==> src/rtl/ysyx_24110006_pkg.sv <==
// Shared definitions for the ysyx_24110006 IFU: FSM encoding, reset PC, NOP and AXI response codes.
package ysyx_24110006_pkg;

  typedef enum logic [1:0] {
    StIdle,
    StReq,
    StWait,
    StHold
  } ifu_state_e;

  localparam logic [31:0] RESET_PC_DEFAULT = 32'h8000_0000;
  localparam logic [31:0] NOP_INST         = 32'h0000_0013;
  localparam logic [1:0]  RESP_OKAY        = 2'b00;

endpackage

==> src/rtl/ysyx_24110006_ifu.sv <==
// Instruction fetch unit: one AXI4-Lite read per instruction, valid/ready handoff to the IDU.
// Optional IFU_ACCESS_FAULT_EN adds o_fault and replaces faulting fetches with a NOP.
module ysyx_24110006_ifu
  import ysyx_24110006_pkg::*;
#(
  parameter int unsigned          ADDR_W   = 32,
  parameter logic [ADDR_W-1:0]    RESET_PC = ADDR_W'(RESET_PC_DEFAULT)
) (
  input  logic              i_clock,
  input  logic              i_reset_n,
  input  logic              i_redirect_valid,
  input  logic [ADDR_W-1:0] i_redirect_pc,
  output logic              o_arvalid,
  output logic [ADDR_W-1:0] o_araddr,
  input  logic              i_arready,
  input  logic              i_rvalid,
  input  logic [31:0]       i_rdata,
  input  logic [1:0]        i_rresp,
  output logic              o_rready,
  output logic              o_valid,
  output logic [31:0]       o_inst,
  output logic [ADDR_W-1:0] o_pc,
`ifdef IFU_ACCESS_FAULT_EN
  output logic              o_fault,
`endif
  input  logic              i_ready
);

  ifu_state_e        state_q, state_d;
  logic [ADDR_W-1:0] pc_q, pc_d;
  logic [ADDR_W-1:0] next_pc_q, next_pc_d;
  logic              kill_q, kill_d;
  logic [31:0]       inst_q, inst_d;
  logic [ADDR_W-1:0] opc_q, opc_d;
  logic [ADDR_W-1:0] target;

  assign target = {i_redirect_pc[ADDR_W-1:2], 2'b00};

`ifdef IFU_ACCESS_FAULT_EN
  logic fault_q, fault_d;
  logic unused_bits;
  assign unused_bits = ^i_redirect_pc[1:0];
  assign o_fault     = fault_q;
`else
  logic unused_bits;
  assign unused_bits = ^{i_redirect_pc[1:0], i_rresp};
`endif

  always_comb begin
    state_d   = state_q;
    pc_d      = pc_q;
    next_pc_d = next_pc_q;
    kill_d    = kill_q;
    inst_d    = inst_q;
    opc_d     = opc_q;
`ifdef IFU_ACCESS_FAULT_EN
    fault_d   = fault_q;
`endif
    case (state_q)
      StIdle: begin
        state_d = StReq;
        if (i_redirect_valid) pc_d = target;
      end
      StReq: begin
        // AR must stay stable until accepted, so the target waits in next_pc.
        if (i_redirect_valid) begin
          next_pc_d = target;
          kill_d    = 1'b1;
        end
        if (i_arready) state_d = StWait;
      end
      StWait: begin
        if (i_rvalid) begin
          if (kill_q || i_redirect_valid) begin
            pc_d    = i_redirect_valid ? target : next_pc_q;
            kill_d  = 1'b0;
            state_d = StReq;
          end else begin
            inst_d  = i_rdata;
            opc_d   = pc_q;
            state_d = StHold;
`ifdef IFU_ACCESS_FAULT_EN
            fault_d = (i_rresp != RESP_OKAY);
            if (i_rresp != RESP_OKAY) inst_d = NOP_INST;
`endif
          end
        end else if (i_redirect_valid) begin
          next_pc_d = target;
          kill_d    = 1'b1;
        end
      end
      StHold: begin
        // A redirect wins over a same-cycle accept.
        if (i_redirect_valid) begin
          pc_d    = target;
          state_d = StReq;
`ifdef IFU_ACCESS_FAULT_EN
          fault_d = 1'b0;
`endif
        end else if (i_ready) begin
          pc_d    = pc_q + ADDR_W'(4);
          state_d = StReq;
`ifdef IFU_ACCESS_FAULT_EN
          fault_d = 1'b0;
`endif
        end
      end
      default: state_d = StIdle;
    endcase
  end

  always_ff @(posedge i_clock or negedge i_reset_n) begin
    if (!i_reset_n) begin
      state_q   <= StIdle;
      pc_q      <= RESET_PC;
      next_pc_q <= RESET_PC;
      kill_q    <= 1'b0;
      inst_q    <= '0;
      opc_q     <= RESET_PC;
`ifdef IFU_ACCESS_FAULT_EN
      fault_q   <= 1'b0;
`endif
    end else begin
      state_q   <= state_d;
      pc_q      <= pc_d;
      next_pc_q <= next_pc_d;
      kill_q    <= kill_d;
      inst_q    <= inst_d;
      opc_q     <= opc_d;
`ifdef IFU_ACCESS_FAULT_EN
      fault_q   <= fault_d;
`endif
    end
  end

  assign o_arvalid = (state_q == StReq);
  assign o_rready  = (state_q == StWait);
  assign o_valid   = (state_q == StHold);
  assign o_araddr  = pc_q;
  assign o_inst    = inst_q;
  assign o_pc      = opc_q;

endmodule
==> config.mk <==
export PLATFORM = sky130hd
export DESIGN_NAME = ysyx_24110006_ifu
export DESIGN_NICKNAME = d
export VERILOG_FILES = /design/src/rtl/ysyx_24110006_pkg.sv /design/src/rtl/ysyx_24110006_ifu.sv
export SDC_FILE = /design/constraint.sdc
export NUM_CORES = 1
export LEC_CHECK = 0
export BUFFER_PORTS_ARGS = -buffer_cell sky130_fd_sc_hd__clkbuf_2
export CORE_MARGIN = 2
export CORE_UTILIZATION = 49
export DETAILED_ROUTE_END_ITERATION = 16
export PLACE_DENSITY = 0.72
export SETUP_SLACK_MARGIN = 0.4
export SLEW_MARGIN = 10
export SYNTH_ARGS = -nofsm -noshare
export SYNTH_HDL_FRONTEND = slang
export SYNTH_SLANG_ARGS = --single-unit
==> constraint.sdc <==
create_clock -name i_clock -period 2.3 [get_ports i_clock]
set_input_delay 0.345 -clock i_clock [delete_from_list [all_inputs] [get_ports i_clock]]
set_output_delay 0.345 -clock i_clock [all_outputs]
set_load 0.005 [all_outputs]
### After elaboration in Yosys (flattened, before gate mapping)

Cells that the tools add are included.
W data, S select, Z words.

* register bits after elaboration: 131
* bits of input ports: 72
* output and inout bits: 99
* word-level logic and storage cells: 46

* add/sub/neg operators: 1
* equality and inequality tests: 10
* muxes and demuxes: 19
* bitwise gates (word level): 1
* reductions and logical operators: 9

Operator list (number)
* $mux W32: 7
* $pmux W32 S3: 1
* $pmux W32 S2: 1
* $add A32 B3 Y32 const B: 1
* $mux W2: 5
* $pmux W2 S4: 1
* $ne A2 B2 Y1 const B: 3
* $ne A3 B2 Y1 const B: 2
* $reduce_and A3 Y1: 2
* $reduce_and A5 Y1: 1
* $eq A2 B2 Y1 const B: 2
* $ne A2 B1 Y1 const B: 2
* $reduce_and A2 Y1: 2
* $mux W1: 3
* $reduce_bool A3 Y1: 1
* $eq A2 B1 Y1 const B: 1
* $logic_not A2 Y1: 1
* $pmux W1 S2: 1
* $reduce_bool A2 Y1: 1
* $logic_or A1 B1 Y1: 1
* $not A1 Y1: 1

### Logic depth before layout (Yosys ltp)

* word-level depth: 4
* gate-level depth with buffers: 9
* depth with buffers taken out: 7

### Worst setup path after synthesis

Ideal clock, no wire load.

* kind: register to register
* start point: register state_q[0]
* end point: register inst_q[0], in the netlist o_inst[0]
* library setup time: 0.125 ns
* arrival time: 1.954 ns
* data required time: 2.175 ns
* slack: 0.221 ns
* cell stages (with the launch flop): 8
* buffers on the path: 2
* clock period less this slack: 2.079 ns
* cell sequence: dfrtp_1 -> inv_1 -> ha_1 -> nor3b_1 -> and2_1 -> clkbuf_1 -> buf_2 -> mux2_2

* cells in the longest elaborated chain, start to end: 2

Ends and longest elaborated chain
* start, declared: line ysyx_24110006_ifu.sv:29 `ifu_state_e state_q, state_d;`
* start signal, assigned: line ysyx_24110006_ifu.sv:114 `state_q <= StIdle;`
* start signal, assigned: line ysyx_24110006_ifu.sv:124 `state_q <= state_d;`
* $eq A2 B2 Y1
* named net o_rready: line ysyx_24110006_ifu.sv:19 `output logic o_rready,`
* $reduce_and A3 Y1 (no line)
* end signal, assigned: line ysyx_24110006_ifu.sv:128 `inst_q <= inst_d;`
* end, declared: line ysyx_24110006_ifu.sv:33 `logic [31:0] inst_q, inst_d;`

The timed path passes the listed nets, and every way through them passes these cells.
A chain may end at the register's enable or synchronous reset.

### Worst setup path after layout

* start point: register state_q[0]
* end point: register inst_q[20], in the netlist o_inst[20]

* cells in the longest elaborated chain, start to end: 2

Ends and longest elaborated chain
* $eq A2 B2 Y1: line ysyx_24110006_ifu.sv:59 `case (state_q)`
* $reduce_and A3 Y1 (no line)

Every way passes these cells.

==> run metrics <==
Final HPWL DP 10.3 mm; static leakage 4.37 nW; metal2 WL 9.44 mm; family with the most delay on the worst path simple AND/OR/NAND/NOR gates; count leader, synth dfrtp_1; Die H 115 microns; slowest CP cell dfrtp_1; Mean Syn Cell Area 11.9 sq um; Synth Instances 503; Finished Core Util 72.8%; pin count of the biggest net entering global routing 55; top layer in use met4; post-synthesis cell type count 49; max_cap viols 0; GRT overflow 0; R2R depth 8; Yosys top cell by area dfrtp_1; instance count on the critical path 8; Clock Path Buffers 2; Final period util 89.1%; Hold Crit Depth 2; met3 routed WL 905 microns; Post-synth ARST share 100%; Seq cells post-synth 131; Least-Margin Pin Slew 0.668 ns; Clock transition at path regs 0.06 ns; core box area 0.0120 sq mm; drt first-iter violations 309; CP bufs+invs 4; first-pass GRT wire length 25.7 mm; status completed; CP peak stage delay 0.38 ns; critical path data arrival time 2.34 ns; crit path launch type flop; share of Yosys cell area claimed by the top area cell type 53.4%; Crit Path Max Fanout 6; Final Hold Vio Count 0; Setup TNS Final 0 ns; GP Congestion 0.836; Vias 5246; Req. time, crit path 2.60 ns; number of enable flip-flop cells after synthesis 0; CTS tree built; wire length on met1 7.65 mm; Port Buf Inserts 166; Clk Tree Root Cell clkbuf_16; ratio of cells with drive above 1 in the final layout 53.4%; Yosys warning count 0; GR Util All Layers 25.5%; Mapped Area 0.00600 sq mm; maximum VDD drop 0.000755 V; max-slew violation count 0; TritonRoute pass-1 iters 4; post-synth net total 581; CP Class flop to flop; Worst Setup End Kind flop; initial antenna violation count 0; Final nets 800; Max Clk Rate 488 MHz; Antenna Nets Post-Route 0; Power Dens Cells 1400 mW/mm^2; Residual DRC 0; CTS sink count 131; Slew HR 55.4%; Primary FF master, synth dfrtp_1; cells along the critical path inv_2 > ha_4 > buf_6 > nor3b_4 > and2_4 > buf_12 > buf_16 > mux2_2; worst skew pair latency 0.42 ns; final wirelength 18.4 mm; unrepaired setup endpoints after global routing true; Seq/Total Area, Yosys 54.7%; die area 0.0131 sq mm; top-level port count 171; Reg2Reg Setup Slack 0.25 ns; Die X-Extent 115 microns; Hold Path Class primary input to flop; Setup Skew 0.00613 ns; area delta synth->final 45.1%; vias in the first global route 5027; # setup viols final 0; num rows 40; wire length per cell 20.8 microns; H-tree depth 4; main area contributors after synthesis dfrtp_1 53%, mux2_2 18%, o21ai_0 3.3%; min Tclk post-route 2.05 ns; Ant. Diodes 0; CTS buffer count 17; Initial Utilization 50.2%; vias per inst 5.95; top cells by count, synth 128 x dfrtp_1, 94 x mux2_2, 40 x o21ai_0, 25 x nand2_1, 24 x clkbuf_1
where the power goes:
part / internal, mW / switching [mW] / total (mW)
clock: 1.71 / 0.953 / 2.66
combinational: 2.91 / 2.24 / 5.15
sequential: 3.45 / 0.915 / 4.36
total: 8.06 / 4.11 / 12.2
cell usage in the layout (no fill, tap or decap), types with 3 or more instances in the layout:
master | synthesis | final
and3_1 | 6 | 4
inv_1 | 10 | 9
o22ai_1 | 5 | 5
buf_12 | 0 | 8
a221oi_1 | 3 | 3
clkbuf_8 | 0 | 8
a22oi_1 | 12 | 12
clkbuf_1 | 24 | 3
buf_6 | 0 | 13
o21ai_1 | 1 | 6
a31oi_1 | 9 | 9
buf_4 | 1 | 39
nor3_1 | 7 | 6
nor2_1 | 21 | 21
mux2_4 | 0 | 74
a222oi_1 | 6 | 6
nand2_1 | 25 | 24
a21oi_1 | 16 | 16
dfstp_2 | 3 | 3
clkbuf_16 | 0 | 23
clkbuf_2 | 0 | 165
dfrtp_2 | 0 | 8
and4_1 | 3 | 3
a41oi_1 | 3 | 3
o2bb2ai_1 | 4 | 4
nand4_1 | 5 | 5
nand3_1 | 9 | 8
o31a_1 | 5 | 5
mux2_2 | 94 | 20
o21ai_0 | 40 | 35
and2_1 | 5 | 3
dfrtp_1 | 128 | 120
a22o_1 | 11 | 11
area by class of cell:
type                       instances  area [sq um]
clock buffer                      28           547
fill                             803          3260
clock inverter                     3          40.0
inverter                          10          37.5
multi-input combinational        326          2950
tap                              147           184
sequential                       131          3290
timing repair buffer             236          1660
through the flow:
stage	worst slack, ns	power [mW]	instances	area [sq um]	hold WS, ns
6_report	0.251	12.2	881	8710	0.157
3_3_place_gp	0.0856	7.93	807	7120	0.338
5_1_grt	0.194	12.9	881	8710	0.150
3_5_place_dp	0.0163	8.14	807	7120	0.343
4_1_cts	0.377	11.4	856	8050	0.147
2_1_floorplan	0.400	6.40	503	6030	0.0494
flip-flops by register name (all words and copies together), names as in the netlist:
| signal | flops |
|---|---|
| kill_q | 1 |
| next_pc_q | 32 |
| o_araddr | 32 |
| o_inst | 32 |
| o_pc | 32 |
| state_q | 2 |
worst paths after layout:
kind                                     startpoint                       end
setup / recovery             state_q[0]$_DFFE_PN0P_    o_inst[20]$_DFFE_PN0P_
hold / removal                          i_rdata[31]    o_inst[31]$_DFFE_PN0P_
setup reg to reg             state_q[0]$_DFFE_PN0P_    o_inst[20]$_DFFE_PN0P_
hold reg to reg            next_pc_q[1]$_DFFE_PN0P_  next_pc_q[1]$_DFFE_PN0P_
max in group asynchronous                 i_reset_n    o_inst[21]$_DFFE_PN0P_
min in group asynchronous                 i_reset_n      o_pc[17]$_DFFE_PN0P_
cell families (layout without fill, tap and decap cells):
group | count (synthesis) | in the layout | share of synthesized area [%]
AO/OA/AOI/OAI | 128 | 128 | 14.4
adder cells (fa/ha/maj) | 6 | 6 | 1.25
multiplexers | 96 | 96 | 18.0
buffers and inverters | 46 | 277 | 3.17
AND/OR/NAND/NOR | 96 | 96 | 8.55
flip-flops | 131 | 131 | 54.7
repair_timing:
item	CTS	global route
setup endpoints to repair	125	126
gates cloned	5	8
hold buffers	1	0
buffers inserted	12	17
hold endpoints to repair	48	0
pin swaps	6	7
gates resized for setup	43	103
layer usage:
layer / vias up / GRT usage, %
met2: 206 / 41.3
met5: - / 0
met1: 2701 / 33.4
met4: 0 / 10.6
met3: 26 / 5.24
li1: 2313 / -
No activity file was read; power rests on OpenSTA's default activity.
